<file path="config.mk">
export PLATFORM = sky130hd
export DESIGN_NAME = io_handshake_unit_flat
export DESIGN_NICKNAME = d
export VERILOG_FILES = /design/src/rtl/io_handshake_if.sv /design/src/rtl/io_handshake_unit.sv /design/src/flat_wrapper.sv
export SDC_FILE = /design/constraint.sdc
export NUM_CORES = 1
export LEC_CHECK = 0
export BUFFER_PORTS_ARGS = -buffer_cell sky130_fd_sc_hd__buf_2
export CAP_MARGIN = 40
export CORE_MARGIN = 2
export CORE_UTILIZATION = 40
export CTS_BUF_LIST = sky130_fd_sc_hd__clkbuf_16
export DETAILED_ROUTE_END_ITERATION = 10
export GPL_ROUTABILITY_DRIVEN = 0
export GPL_TIMING_DRIVEN = 1
export PLACE_DENSITY = 0.78
export SYNTH_ARGS = -nofsm -noshare
export SYNTH_HDL_FRONTEND = slang
export SYNTH_SLANG_ARGS = --single-unit
export TNS_END_PERCENT = 20
</file>
<file path="constraint.sdc">
create_clock -name clock -period 3.75 [get_ports clock]
set_input_delay 0.1875 -clock clock [delete_from_list [all_inputs] [get_ports clock]]
set_output_delay 0.1875 -clock clock [all_outputs]
set_load 0.05 [all_outputs]
</file>
<file path="src/rtl/io_handshake_if.sv">
// Handshake bundle between Control/board and the IN/OUT responder.
// slave = the responder, master = the Control/board side driving requests.
interface io_handshake_if #(
    parameter int SWITCH_W = 16
);
    logic                I;
    logic                O;
    logic [31:0]         out_data;
    logic [SWITCH_W-1:0] switches;
    logic                confirm_btn;
    logic [31:0]         in_data;
    logic [31:0]         display_value;
    logic                display_valid;
    logic                pc_release;
    logic                busy;
    logic [1:0]          state_dbg;
    logic                press_dbg;

    // Request/release handshake: Control raises I or O and holds it (PC frozen)
    // until pc_release pulses for one cycle; dropping the request early abandons
    // it without any pc_release.
    modport slave (
        input  I, O, out_data, switches, confirm_btn,
        output in_data, display_value, display_valid, pc_release, busy,
               state_dbg, press_dbg
    );

    modport master (
        output I, O, out_data, switches, confirm_btn,
        input  in_data, display_value, display_valid, pc_release, busy,
               state_dbg, press_dbg
    );
endinterface

</file>
<file path="src/rtl/io_handshake_unit.sv">
// IN/OUT responder: debounced confirm button, switch capture for IN,
// display latch for OUT, and a one-cycle pc_release to let the PC advance.
module io_handshake_unit #(
    parameter int SWITCH_W        = 16,
    parameter int DEBOUNCE_CYCLES = 50000,
    parameter int CNT_W           = 16
) (
    input  logic          clock,
    input  logic          reset,
    io_handshake_if.slave bus
);
    if (SWITCH_W < 1 || SWITCH_W > 32) begin : g_bad_switch_w
        $error("SWITCH_W must be 1..32");
    end
    if (DEBOUNCE_CYCLES < 2) begin : g_bad_debounce
        $error("DEBOUNCE_CYCLES must be >= 2");
    end
    if ((64'd1 << CNT_W) <= 64'(DEBOUNCE_CYCLES)) begin : g_bad_cnt_w
        $error("CNT_W too narrow for DEBOUNCE_CYCLES");
    end

    typedef enum logic [1:0] {
        IDLE     = 2'd0,
        IN_WAIT  = 2'd1,
        OUT_WAIT = 2'd2,
        DONE     = 2'd3
    } state_t;

    localparam logic [CNT_W-1:0] CNT_LAST = CNT_W'(DEBOUNCE_CYCLES - 1);

    state_t             state;
    state_t             state_next;
    logic               sync1;
    logic               sync2;
    logic               deb_level;
    logic               press_event;
    logic               mismatch;
    logic [CNT_W-1:0]   deb_cnt;
    logic [31:0]        switches_ext;
    logic [31:0]        in_data_q;
    logic [31:0]        display_value_q;
    logic               display_valid_q;

    assign mismatch     = (sync2 != deb_level);
    assign switches_ext = 32'(bus.switches);

    // Button path; press_event fires on the same edge the debounced level rises.
    always_ff @(posedge clock or posedge reset) begin
        if (reset) begin
            sync1       <= 1'b0;
            sync2       <= 1'b0;
            deb_level   <= 1'b0;
            deb_cnt     <= '0;
            press_event <= 1'b0;
        end else begin
            sync1       <= bus.confirm_btn;
            sync2       <= sync1;
            press_event <= 1'b0;
            if (!mismatch) begin
                deb_cnt <= '0;
            end else if (deb_cnt == CNT_LAST) begin
                deb_level   <= ~deb_level;
                deb_cnt     <= '0;
                press_event <= ~deb_level;
            end else begin
                deb_cnt <= deb_cnt + 1'b1;
            end
        end
    end

    always_ff @(posedge clock or posedge reset) begin
        if (reset) begin
            state <= IDLE;
        end else begin
            state <= state_next;
        end
    end

    always_comb begin
        state_next = state;
        case (state)
            IDLE: begin
                if (bus.I)      state_next = IN_WAIT;
                else if (bus.O) state_next = OUT_WAIT;
            end
            IN_WAIT: begin
                if (press_event) state_next = DONE;
                else if (!bus.I) state_next = IDLE;
            end
            OUT_WAIT: begin
                if (press_event) state_next = DONE;
                else if (!bus.O) state_next = IDLE;
            end
            DONE:    state_next = IDLE;
            default: state_next = IDLE;
        endcase
    end

    // Data registers load on the same edges that leave IDLE for OUT_WAIT
    // and IN_WAIT for DONE.
    always_ff @(posedge clock or posedge reset) begin
        if (reset) begin
            in_data_q       <= '0;
            display_value_q <= '0;
            display_valid_q <= 1'b0;
        end else begin
            if (state == IDLE && !bus.I && bus.O) begin
                display_value_q <= bus.out_data;
                display_valid_q <= 1'b1;
            end
            if (state == IN_WAIT && press_event) begin
                in_data_q <= switches_ext;
            end
        end
    end

    always_comb begin
        bus.busy          = (state != IDLE);
        bus.pc_release    = (state == DONE);
        bus.state_dbg     = state;
        bus.press_dbg     = press_event;
        bus.in_data       = in_data_q;
        bus.display_value = display_value_q;
        bus.display_valid = display_valid_q;
    end
endmodule

</file>
<file path="src/flat_wrapper.sv">
// flat-port wrapper written by rule: the top's interface ports become plain ports
module io_handshake_unit_flat 
#(
    parameter int SWITCH_W        = 16,
    parameter int DEBOUNCE_CYCLES = 50000,
    parameter int CNT_W           = 16
)
  (clock, reset, bus_I, bus_O, bus_out_data, bus_switches, bus_confirm_btn, bus_in_data, bus_display_value, bus_display_valid, bus_pc_release, bus_busy, bus_state_dbg, bus_press_dbg);
  io_handshake_if #(.SWITCH_W(SWITCH_W)) bus_i ();
  input  logic clock;
  input  logic reset;
  input wire logic [$bits(bus_i.I)-1:0] bus_I;
  input wire logic [$bits(bus_i.O)-1:0] bus_O;
  input wire logic [$bits(bus_i.out_data)-1:0] bus_out_data;
  input wire logic [$bits(bus_i.switches)-1:0] bus_switches;
  input wire logic [$bits(bus_i.confirm_btn)-1:0] bus_confirm_btn;
  output wire logic [$bits(bus_i.in_data)-1:0] bus_in_data;
  output wire logic [$bits(bus_i.display_value)-1:0] bus_display_value;
  output wire logic [$bits(bus_i.display_valid)-1:0] bus_display_valid;
  output wire logic [$bits(bus_i.pc_release)-1:0] bus_pc_release;
  output wire logic [$bits(bus_i.busy)-1:0] bus_busy;
  output wire logic [$bits(bus_i.state_dbg)-1:0] bus_state_dbg;
  output wire logic [$bits(bus_i.press_dbg)-1:0] bus_press_dbg;
  assign bus_i.I = bus_I;
  assign bus_i.O = bus_O;
  assign bus_i.out_data = bus_out_data;
  assign bus_i.switches = bus_switches;
  assign bus_i.confirm_btn = bus_confirm_btn;
  assign bus_in_data = bus_i.in_data;
  assign bus_display_value = bus_i.display_value;
  assign bus_display_valid = bus_i.display_valid;
  assign bus_pc_release = bus_i.pc_release;
  assign bus_busy = bus_i.busy;
  assign bus_state_dbg = bus_i.state_dbg;
  assign bus_press_dbg = bus_i.press_dbg;
  io_handshake_unit #(.SWITCH_W(SWITCH_W), .DEBOUNCE_CYCLES(DEBOUNCE_CYCLES), .CNT_W(CNT_W)) u_core (.clock(clock), .reset(reset), .bus(bus_i));
endmodule
</file>
# Yosys cells after proc, flatten, opt, wreduce, memory -nomap -nowiden
# Index checks and enable logic that the tools add are counted.
dict set report classes {
  reduce_logical 8
  n_mux 11
  n_lt_le_gt_ge 0
  mul 0
  div 0
  n_bitwise 1
  addsub 1
  eq_ne 8
  shift 0
}
# op n
set op_table {}
lappend op_table {{16-bit 2-to-1 mux} 2}
lappend op_table {{16-bit by 1-bit adder with 16-bit output, second input constant} 1}
lappend op_table {{16-bit equality test, second input constant} 1}
lappend op_table {{2-bit 2-to-1 mux} 6}
lappend op_table {{2-bit one-hot mux with 4 select lines} 1}
lappend op_table {{3-bit by 2-bit != test with 1-bit output, second input constant} 2}
lappend op_table {{2-bit equality test, second input constant} 2}
lappend op_table {{1-bit logical AND} 3}
lappend op_table {{3-bit != test, second input constant} 1}
lappend op_table {{3-bit AND reduction} 1}
lappend op_table {{2-bit by 1-bit equality test with 1-bit output, second input constant} 1}
lappend op_table {{2-bit logical NOT} 1}
lappend op_table {{1-bit 2-to-1 mux} 2}
lappend op_table {{2-bit AND reduction} 1}
lappend op_table {{2-bit nonzero test} 1}
lappend op_table {{1-bit logical NOT} 1}
lappend op_table {{1-bit != test} 1}
lappend op_table {{1-bit NOT} 1}
dict set report totals {
  register_bits 71
  output_inout_bits 70
  latch_bits 0
  n_memories 0
  mem_bits_ro 0
  ram_bits 0
  inputBits 53
}

# Depth between registers and ports, before layout
# Gate-level depths: netlist of run 1.
dict set report depth {
  depth_word 3
  depth_mapped 6
  ltp_nobuf 6
}

# Worst setup path before layout of run 1
# No wires, ideal clock.
dict set report synth_path {
  path_type {reg2reg}
  from {register u_core.state[1] (netlist: u_core.bus.state_dbg[1])}
  to {register u_core.in_data_q[10] (netlist: u_core.bus.in_data[10])}
  required_ns 3.625
  arrival_ns 1.934
  n_path_buf 1
  stages_incl_launch_ff 6
  period_less_slack_ns 2.058
  setup_slack_ns 1.692
  cell_sequence {dfrtp_1 -> inv_1 -> ha_1 -> nand2_1 -> clkbuf_1 -> mux2_2}
}
dict set report synth_between {
  elab_chain_len 2
}
# item line
set synth_lines {}
lappend synth_lines {{from (decl)} io_handshake_unit.sv:31} ;# state_t state;
lappend synth_lines {{from (signal assigned)} io_handshake_unit.sv:75} ;# state <= state_next;
lappend synth_lines {{2-bit by 1-bit equality test with 1-bit output} io_handshake_unit.sv:111} ;# if (state == IN_WAIT && press_event) begin
lappend synth_lines {{1-bit logical AND} io_handshake_unit.sv:111}
lappend synth_lines {{to (signal assigned)} io_handshake_unit.sv:112} ;# in_data_q <= switches_ext;
lappend synth_lines {{to (decl)} io_handshake_unit.sv:40} ;# logic [31:0] in_data_q;
# Every way passes these cells.
# A chain may end at the register's enable or synchronous reset.

# Final worst setup path of run 1
dict set report layout_path {
  from {register u_core.deb_cnt[0]}
  to {register u_core.deb_cnt[5]}
}
dict set report layout_between {
  elab_chain_len 3
  word_cells_on_any_way 4
}
# item line
set layout_lines {}
lappend layout_lines {{from (decl)} io_handshake_unit.sv:38} ;# logic [CNT_W-1:0] deb_cnt;
lappend layout_lines {{from (signal assigned)} io_handshake_unit.sv:66} ;# deb_cnt <= deb_cnt + 1'b1;
lappend layout_lines {{16-bit by 1-bit adder with 16-bit output or 16-bit equality test (tied branches)} {io_handshake_unit.sv:66, io_handshake_unit.sv:61}}
lappend layout_lines {{16-bit 2-to-1 mux *} io_handshake_unit.sv:61} ;# end else if (deb_cnt == CNT_LAST) begin
lappend layout_lines {{16-bit 2-to-1 mux *} io_handshake_unit.sv:59} ;# if (!mismatch) begin
# Mark *: on every way between the ends. The rest lies on a longest branch, timed or not.

==> reports/qor.yml, run 1 <==
timing:
  max_slew_margin: 0.550
  slew_violations: 0
  rsz0062_at_grt: "false"
  max_clock_freq_mhz: 576
  finalCriticalPeriod_ps: 1740
  setup_tns_ps: 0
  hold_viol: 0
  finalCritPeriodShare: 0.463
  skew_ps: 3.68
  setup_violations: 0
  holdWs_ps: 86.6
  tightest_slew_ps: 673
die:
  coreArea_um2: 7290
  io_pins: 123
  start_util: 0.417
  chipWidth_um: 91.2
  rows: 31
  die-height_um: 91.2
  fp.dieArea_um2: 8320
worst_setup_path:
  cp_max_fo: 15
  setup.worst_path.start: "u_core.deb_cnt[0]"
  start_kind: "flip-flop"
  arrival_ps: 1920
  reg2reg_from: "u_core.deb_cnt[0]"
  cp_data_required_time_ps: 3940
  critical_path_class: "flip-flop to flip-flop"
  r2r_setup_slack_ps: 2010
  cp-end-kind: "flip-flop"
grt:
  grtUsageTotal: 0.141
  overflow: 0
  globalRouteMet2Util: 0.243
  grt_pass1_vias: 2100
  grt_antenna_before_repair: 0
  use_met1: 0.162
  grt-busiest-layer: "met2"
  grt_first_pass_wirelength_um: 9270
  gr-usage-met3: 0.0456
  grt_max_degree: 34
clock_tree:
  cts_num_sinks: 71
  cts_post_setup_buffers_inserted: 0
  clock_path_buffers: 2
  clk_latency_ps: 330
  cts_max_level: 3
  root_buffer: "clkbuf_16"
  clkSlewWorstSetupHoldPaths_ps: 60
  cts_buffers: 9
  ctsResizeCount: 0
  hold_buffers: 2
  cts_tree: "done"
yosys:
  syn_area_um2: 3040
  synth_seq_cells: 71
  syn_area_per_cell_um2: 13.2
  synth_edf_count: 0
  dominantRegCellSynth: "dfrtp_1"
  synthDistinctLibCells: 33
  synth_area_leader_cell: "dfrtp_1"
  yosysSeqAreaShare: 0.584
  synth_top_area_frac: 0.584
  synthTopCellsByArea: "dfrtp_1 58%, mux2_2 18%, buf_4 3.9%, xnor2_1 3.2%, ha_1 2.5%"
  async_flop_share: 1.00
  synthCells: 231
  yosys_warnings: 0
  ys_top_cells_by_count: "71 x dfrtp_1, 49 x mux2_2, 17 x nor2_1"
  post-synth-top-count-cell: "dfrtp_1"
detailed_routing:
  initialDrtViolationCount: 63
  ant_nets: 0
  via_per_inst: 4.74
  drc: 0
  detail_route.first_pass.iterations: 6
  wire_per_inst_um: 12.9
  wl_um: 5800
  num_vias: 2139
cells_and_area:
  syn_to_final_growth_pct: 29.9
  diodes: 0
  drive_gt1_frac: 0.506
  stdcell_count: 451
  nNetsFinal: 406
  nFillCells: 632
power_and_ir_drop:
  p_leak_nw: 1.92
  vdd_drop_max_mv: 0.276
  p_per_area_nw_per_um2: 818
status:
  status: "finished clean"
placed_design:
  hpwl_um: 4250
  placed_cells: 433
  io_buffers: 106
job:
  max-cap-violations: 0
hold_path:
  hp-class: "input port to flip-flop"
  min_from: "bus_out_data[14]"
-- worst paths after layout --
kind / to / depth (start not counted)
hold reg to reg: u_core.sync2 / 0
hold / removal: u_core.bus.display_value[14] / 2
max in group asynchronous: u_core.deb_cnt[10] / 5
setup reg to reg: u_core.deb_cnt[5] / 5
setup / recovery: u_core.deb_cnt[5] / 5
min in group asynchronous: u_core.bus.display_value[5] / 3
-- metrics by stage --
stage | power (W) | utilization | area, um2 | setup WS, ps
floorplan | 0.00215 | - | 3100 | 1690
global placement | 0.00242 | 0.497 | 3620 | 2060
detailed placement | 0.00244 | 0.500 | 3640 | 2000
CTS | 0.00327 | 0.542 | 3950 | 2000
global route | 0.00338 | 0.542 | 3950 | 1870
finish | 0.00323 | 0.542 | 3950 | 2010
-- metal layers --
metal,up-vias,part of all wire
li1,1001,-
met1,1050,0.41
met2,83,0.51
met3,5,0.066
met4,0,0.012
met5,-,0
-- registers in the layout, indices dropped and copies added, names as in the netlist --
signal	cells
u_core.sync2	1
u_core.bus.state_dbg	2
u_core.deb_cnt	16
u_core.bus.in_data	16
u_core.bus.display_valid	1
u_core.bus.press_dbg	1
u_core.bus.display_value	32
u_core.sync1	1
u_core.deb_level	1
-- logic make-up after synthesis --
logic type	count (synthesis)	synth area share
AOI/OAI and AO/OA	9	0.0177
xor gates and xnor gates	13	0.0374
adders and majority gates	6	0.0247
buffers and inverters	29	0.0572
DFF	71	0.584
muxes	49	0.181
other	1	0.00123
and+or+nand+nor	53	0.0963
-- final cells by class --
type	instances	area, um2	share of cell area
Timing Repair Buffer	111	586	0.148
Clock buffer	9	225	0.0570
Sequential cell	71	1780	0.450
Tap cell	99	124	0.0313
Clock inverter	7	63.8	0.0161
Multi-Input combinational cell	146	1150	0.290
Inverter	8	30.0	0.00760
-- power by group --
group | internal, W | switching [W]
sequential | 0.000967 | 0.0000992
clock | 0.000508 | 0.000303
combinational | 0.000356 | 0.00100
total | 0.00183 | 0.00140
-- critical path: stages (launching register included) --
cell and delay [ps]:
dfrtp_1 420, ha_1 240, and3_1 210, nand4_1 170, nand2_1 450, nor2_1 120
-- cell usage in the layout (no fill, tap or decap), drive strengths merged, types with 4 or more instances in the layout --
cell    netlist  routed
nor2         17      17
clkbuf        1       9
dfrtp        71      71
mux2         49      49
nand2         8       8
buf          20     109
a21oi         4       4
xnor2        11      11
clkinv        0       5
nand3         4       4
nand4         5       5
nor3          4       4
inv           8       8
ha            6       6
conb          1      16
No activity file was read; power rests on OpenSTA's default activity.
==> run 2, diff against run 1 <==
--- a/config.mk
+++ b/config.mk
@@ -5,6 +5,7 @@
 export SDC_FILE = /design/constraint.sdc
 export NUM_CORES = 1
 export LEC_CHECK = 0
+export ABC_AREA = 1
 export BUFFER_PORTS_ARGS = -buffer_cell sky130_fd_sc_hd__buf_2
 export CAP_MARGIN = 40
 export CORE_MARGIN = 2
@@ -13,7 +14,7 @@
 export DETAILED_ROUTE_END_ITERATION = 10
 export GPL_ROUTABILITY_DRIVEN = 0
 export GPL_TIMING_DRIVEN = 1
-export PLACE_DENSITY = 0.78
+export PLACE_DENSITY = 0.8
 export SYNTH_ARGS = -nofsm -noshare
 export SYNTH_HDL_FRONTEND = slang
 export SYNTH_SLANG_ARGS = --single-unit
==> constraint.sdc (replaced) <==
create_clock -name clock -period 1.4 [get_ports clock]
set_input_delay 0.07 -clock clock [delete_from_list [all_inputs] [get_ports clock]]
set_output_delay 0.07 -clock clock [all_outputs]
set_load 0.05 [all_outputs]
==> run 2 against run 1 <==
  * Via count increased by 25%
  * Critical path depth did not move
  * Count of clock-buffer cells in the layout stayed put
  * Critical endpoint is now u_core.bus.display_value[28]
  * Synthesized area up 3.6%
  * Non-clock buffer count up 61
  * Clock power increased to 3.0 times the previous value
  * Sequential share of layout area decreased by 8.0 points
  * Hold slack improved by 16 ps
  * The flow now finishes with violations (setup timing)
  * Synthesized cell count is 19% higher
  * Fmax increased by 21%
==> reports/qor.yml, run 2 <==
timing:
  setup_slack_ps: -38.8
  setup_violations: 32
  finalCriticalPeriod_ps: 1440
  hold_viol: 0
  setup_tns_ps: -640
  holdWs_ps: 102
  slew_violations: 0
  max_clock_freq_mhz: 695
  rsz0062_at_grt: "true"
  skew_ps: 9.25
  finalCritPeriodShare: 1.03
detailed_routing:
  detail_route.first_pass.iterations: 4
  num_vias: 2664
  drc: 0
  wl_um: 8210
  via_per_inst: 4.75
  wire_per_inst_um: 14.6
  initialDrtViolationCount: 201
  ant_nets: 0
power_and_ir_drop:
  p_leak_nw: 2.34
  power.switching_w: 0.00391
  vdd_drop_max_mv: 1.68
  power_frac_comb: 0.425
  power_frac_seq: 0.313
  p_total_w: 0.00923
  switching_share: 0.423
  p_per_area_nw_per_um2: 1910
  clkPwrFrac: 0.262
  intPower_w: 0.00532
yosys:
  synthCells: 276
  yosysSeqAreaShare: 0.564
  synth_seq_cells: 71
  synthDistinctLibCells: 24
  synth_edf_count: 0
  syn_area_per_cell_um2: 11.4
  async_flop_share: 1.00
  yosys_warnings: 0
  dominantRegCellSynth: "dfrtp_1"
  post-synth-top-count-cell: "dfrtp_1"
  synth_area_leader_cell: "dfrtp_1"
  syn_area_um2: 3150
  synthTopCellsByArea: "dfrtp_1 56%, mux2_2 17%, buf_4 4.3%, nand2_1 4.0%, nor2_1 3.5%"
  synth_top_area_frac: 0.564
  ys_top_cells_by_count: "71 x dfrtp_1, 48 x mux2_2, 34 x nand2_1"
worst_setup_path:
  critical_path_class: "flip-flop to flip-flop"
  cp-end-kind: "flip-flop"
  cp_data_required_time_ps: 1610
  arrival_ps: 1650
  start_kind: "flip-flop"
  cp_max_fo: 8
grt:
  grt_antenna_before_repair: 0
  grtUsageTotal: 0.181
  overflow: 0
  grt_pass1_vias: 2663
  grt_max_degree: 72
  grt_first_pass_wirelength_um: 12200
cells_and_area:
  nFillCells: 592
  final_common_cell: "buf_2"
  syn_to_final_growth_pct: 53.0
  nNetsFinal: 513
  largest_register_ffs: 32
  register_area_um2: 1780
  design_area_um2: 4820
  stdcell_count: 561
  final_cell_mix: "106 x buf_2, 69 x dfrtp_1, 50 x dlygate4sd3_1"
  diodes: 0
  drive_gt1_frac: 0.447
  multi_input_area_um2: 1260
die:
  coreArea_um2: 7690
  io_pins: 123
  chipWidth_um: 92.8
  rows: 32
  die-height_um: 92.8
  fp.dieArea_um2: 8610
  start_util: 0.410
clock_tree:
  cts_tree: "done"
  root_buffer: "clkbuf_16"
  clkSlewWorstSetupHoldPaths_ps: 60
  clock_path_buffers: 2
  cts_buffers: 9
  clk_latency_ps: 330
  cts_num_sinks: 71
  cts_max_level: 3
placed_design:
  placed_area_um2: 3850
  hpwl_um: 4680
  placed_cells: 490
  io_buffers: 106
job:
  max-cap-violations: 0
hold_path:
  hp-class: "input port to flip-flop"
status:
  violations: "setup timing"
  status: "finished with violations"
-- run 2: changes by cell type after synthesis, sizes merged, moves of 9 or more --
cell / delta
nand2: +27
inv: +16
nand3: +13
xnor2: -9
nor2: +13
-- run 2: power by group through the flow --
stage	clock network, W	logic, W	registers (W)
floorplan	0	0.000989	0.00472
global placement	0	0.00357	0.00287
detailed placement	0	0.00363	0.00289
CTS	0.00246	0.00376	0.00287
global route	0.00257	0.00410	0.00295
finish	0.00242	0.00392	0.00289
-- run 2: final cells by class --
class	count	share of cell area
Inverter	24	0.0221
Clock inverter	7	0.0195
Timing Repair Buffer	172	0.255
Sequential cell	71	0.369
Clock buffer	9	0.0467
Tap cell	102	0.0265
Multi-Input combinational cell	176	0.261
-- run 2: worst max-delay path, stage by stage (launching register included) --
cell and delay [ps]:
dfrtp_2 410, inv_4 60, ha_4 170, nand3_4 150
clkbuf_16 190, mux2_2 330
-- run 2: path summary, 6_finish.rpt --
check / start / to / slack [ps] / cells after the start
worst max register to register: u_core.bus.state_dbg[0] / u_core.bus.display_value[28] / -40 / 5
max in group asynchronous: reset / u_core.bus.state_dbg[0] / 670 / 4
worst min register to register: u_core.sync1 / u_core.sync2 / 350 / 0
worst max-delay path: u_core.bus.state_dbg[0] / u_core.bus.display_value[28] / -40 / 5
min in group asynchronous: reset / u_core.bus.display_value[0] / 410 / 4
worst min-delay path: bus_I / u_core.bus.state_dbg[0] / 100 / 3
-- run 2: layer usage --
metal	up-vias	GRT usage	share of wire
li1	1234	-	-
met1	1295	0.217	0.40
met2	116	0.309	0.51
met3	19	0.0423	0.056
met4	0	0.0809	0.028
met5	-	0	0
-- run 2: repair_timing --
| item | 4_1_cts | 5_1_grt |
|---|---|---|
| buffers inserted | 0 | 2 |
| pin swaps | 0 | 3 |
| hold buffers | 50 | 0 |
| endpoints found under the setup margin | 46 | 57 |
| hold endpoints to repair | 120 | 0 |
| gates cloned | 0 | 3 |
| resized for setup | 4 | 12 |
-- run 2: cell families after synthesis --
kind of cell,synth area share
simple gates,0.131
flops,0.564
mux,0.171
buf+inv,0.0766
compound gates,0.0135
fa+ha+maj,0.0238
xor+xnor,0.0191
other cells,0.00119
-- run 2: through the flow --
stage | util | setup WS, ps
2_1_floorplan | - | -246
3_3_place_gp | 0.500 | -16.2
3_5_place_dp | 0.500 | -60.5
4_1_cts | 0.610 | -24.8
5_1_grt | 0.627 | -83.8
6_report | 0.627 | -38.8
==> run 3, diff against run 2 <==
--- a/config.mk
+++ b/config.mk
@@ -5,7 +5,6 @@
 export SDC_FILE = /design/constraint.sdc
 export NUM_CORES = 1
 export LEC_CHECK = 0
-export ABC_AREA = 1
 export BUFFER_PORTS_ARGS = -buffer_cell sky130_fd_sc_hd__buf_2
 export CAP_MARGIN = 40
 export CORE_MARGIN = 2
@@ -14,7 +13,7 @@
 export DETAILED_ROUTE_END_ITERATION = 10
 export GPL_ROUTABILITY_DRIVEN = 0
 export GPL_TIMING_DRIVEN = 1
-export PLACE_DENSITY = 0.8
+export PLACE_DENSITY = 0.81
 export SYNTH_ARGS = -nofsm -noshare
 export SYNTH_HDL_FRONTEND = slang
 export SYNTH_SLANG_ARGS = --single-unit
==> run 3 against run 2 <==
  * Count of clock-buffer cells in the layout unchanged
  * Sequential share of layout area down 1.1 points
  * Total power up 4.5%
  * Non-clock buffer count up 23
  * Sequential power about the same
  * Largest power group unchanged
  * Worst setup slack worse by 8.5 ps
  * Combinational power up 7.1%
  * The run still ends with setup timing left
  * Register-to-register slack about the same
  * Fmax down 0.59%
==> reports/qor.yml, run 3 (synthesized netlist as in run 1, its figures left out) <==
timing:
  setup_violations: 46
  holdWs_ps: 146
  finalCritPeriodShare: 1.03
  rsz0062_at_grt: "true"
  skew_ps: 5.71
  setup_slack_ps: -47.3
  slew_violations: 0
  max_clock_freq_mhz: 691
  setup_tns_ps: -1140
  hold_viol: 0
  finalCriticalPeriod_ps: 1450
detailed_routing:
  wl_um: 8040
  via_per_inst: 4.65
  drc: 0
  ant_nets: 0
  num_vias: 2485
  detail_route.first_pass.iterations: 4
  initialDrtViolationCount: 92
  wire_per_inst_um: 15.0
cells_and_area:
  nFillCells: 482
  final_cell_mix: "106 x buf_2, 68 x dfrtp_1, 50 x dlygate4sd3_1"
  drive_gt1_frac: 0.547
  largest_register_ffs: 32
  nNetsFinal: 490
  final_common_cell: "buf_2"
  diodes: 0
  syn_to_final_growth_pct: 63.6
worst_setup_path:
  crit_buf_inv: 3
  cp_data_required_time_ps: 1600
  arrival_ps: 1650
  start_kind: "flip-flop"
  cp-end-kind: "flip-flop"
  reg2reg_depth: 6
  slowest_delay_ps: 390
  path_cells: "inv_4 -> ha_4 -> nand3b_1 -> buf_6 -> buf_12 -> mux2_2"
  cp_max_fo: 12
  r2r_setup_slack_ps: -50
  cp_slowest_cell: "dfrtp_2"
  reg2reg_from: "u_core.bus.state_dbg[1]"
  r2r-end: "u_core.bus.display_value[30]"
  critical_path_class: "flip-flop to flip-flop"
  crit_family: "flip-flops"
grt:
  overflow: 0
  gr-usage-met3: 0.0407
  grt_first_pass_wirelength_um: 12900
  grtUsageTotal: 0.196
  grt_antenna_before_repair: 0
  grt_max_degree: 72
  grt_pass1_vias: 2651
  use_met1: 0.227
  grt-busiest-layer: "met2"
  globalRouteMet2Util: 0.367
clock_tree:
  cts_num_sinks: 71
  clk_latency_ps: 320
  clkSlewWorstSetupHoldPaths_ps: 60
  cts_buffers: 9
  clock_path_buffers: 2
  root_buffer: "clkbuf_16"
  cts_tree: "done"
  cts_max_level: 3
power_and_ir_drop:
  vdd_drop_max_mv: 1.01
  intPower_w: 0.00564
  clkPwrFrac: 0.265
  power_frac_comb: 0.436
  power.switching_w: 0.00400
  p_leak_nw: 2.42
  p_per_area_nw_per_um2: 1940
  power_frac_seq: 0.299
  switching_share: 0.415
hold_path:
  min_from: "bus_I"
  min_path_cells: 4
  hp-class: "input port to flip-flop"
  holdPathEnd: "u_core.bus.state_dbg[1]"
job:
  max-cap-violations: 0
placed_design:
  hpwl_um: 4690
  io_buffers: 106
die:
  rows: 31
  die-height_um: 91.2
  start_util: 0.417
  chipWidth_um: 91.2
  io_pins: 123
  coreArea_um2: 7290
  fp.dieArea_um2: 8320
status:
  violations: "setup timing"
  status: "finished with violations"
==> run 3: cell types whose count changed in the layout (fill, tap and decap cells not counted), sizes merged, moves of 2 or more <==
| cell | before | now |
|---|---|---|
| buf | 120 | 145 |
| clkbuf | 11 | 9 |
| and3 | 0 | 2 |
| inv | 23 | 7 |
| nor2 | 30 | 17 |
| nor4b | 0 | 2 |
| nand3b | 0 | 2 |
| clkinvlp | 4 | 2 |
| xor2 | 4 | 2 |
| nand2 | 35 | 8 |
| xnor2 | 2 | 11 |
| nor4 | 0 | 2 |
| a31oi | 2 | 0 |
| nand3 | 17 | 4 |
==> run 3: layout make-up <==
cell class / count / area, um2 / share of cell area
Sequential cell: 71 / 1780 / 0.358
Multi-Input combinational cell: 146 / 1290 / 0.260
Clock buffer: 9 / 225 / 0.0452
Timing Repair Buffer: 195 / 1410 / 0.283
Tap cell: 99 / 124 / 0.0249
Inverter: 8 / 36.3 / 0.00729
Clock inverter: 6 / 110 / 0.0221
==> run 3: what timing repair did <==
action,CTS,global route
hold buffers,49,1
endpoints found under the hold margin,119,1
setup buffers,11,0
setup endpoints to repair,50,56
pin swaps,13,6
gates resized for setup,14,14
gates cloned,1,0
==> run 3: metal layers <==
layer,share of wire,vias up
met5,0,-
met4,0.0026,0
met3,0.041,2
met2,0.56,78
met1,0.40,1236
li1,-,1169
==> run 3: per-stage QoR <==
stage	setup slack [ps]	util	instances	total power, W	instance area, um2
floorplan	-298	-	246	0.00589	3170
global placement	-45.1	0.537	457	0.00674	3920
detailed placement	-99.9	0.537	457	0.00686	3920
CTS	-49.2	0.674	533	0.00960	4920
global route	-116	0.683	534	0.0100	4980
finish	-47.3	0.683	534	0.00964	4980
==> run 3: worst register-to-register path: cells and delay by family (launching register included) <==
kind                       cells  cell delay [ps]
and+or+nand+nor                1               90
muxes                          1              350
DFF                            1              390
buffers and inverters          3              360
adders and majority gates      1              150
==> run 3: power by group through the flow <==
| stage | Combinational (W) | Sequential [W] | Clock (W) |
|---|---|---|---|
| CTS | 0.00416 | 0.00286 | 0.00258 |
| finish | 0.00420 | 0.00288 | 0.00255 |
| global placement | 0.00388 | 0.00286 | 0 |
| detailed placement | 0.00396 | 0.00289 | 0 |
| global route | 0.00438 | 0.00293 | 0.00271 |
| floorplan | 0.00114 | 0.00476 | 0 |
==> run 3: worst max-delay path by stage <==
| stage | start | slack (ps) | to | cells past startpoint |
|---|---|---|---|---|
| after global placement | u_core.deb_cnt[7] | -50 | u_core.deb_cnt[13] | 4 |
| after floorplan | u_core.bus.state_dbg[1] | -300 | u_core.bus.display_value[19] | 5 |
| final | u_core.bus.state_dbg[1] | -50 | u_core.bus.display_value[30] | 6 |
| after global routing | u_core.deb_cnt[0] | -120 | u_core.deb_cnt[8] | 6 |
| after CTS | u_core.deb_cnt[1] | -50 | u_core.deb_cnt[8] | 6 |
| after detailed placement | u_core.deb_cnt[0] | -100 | u_core.deb_cnt[15] | 4 |
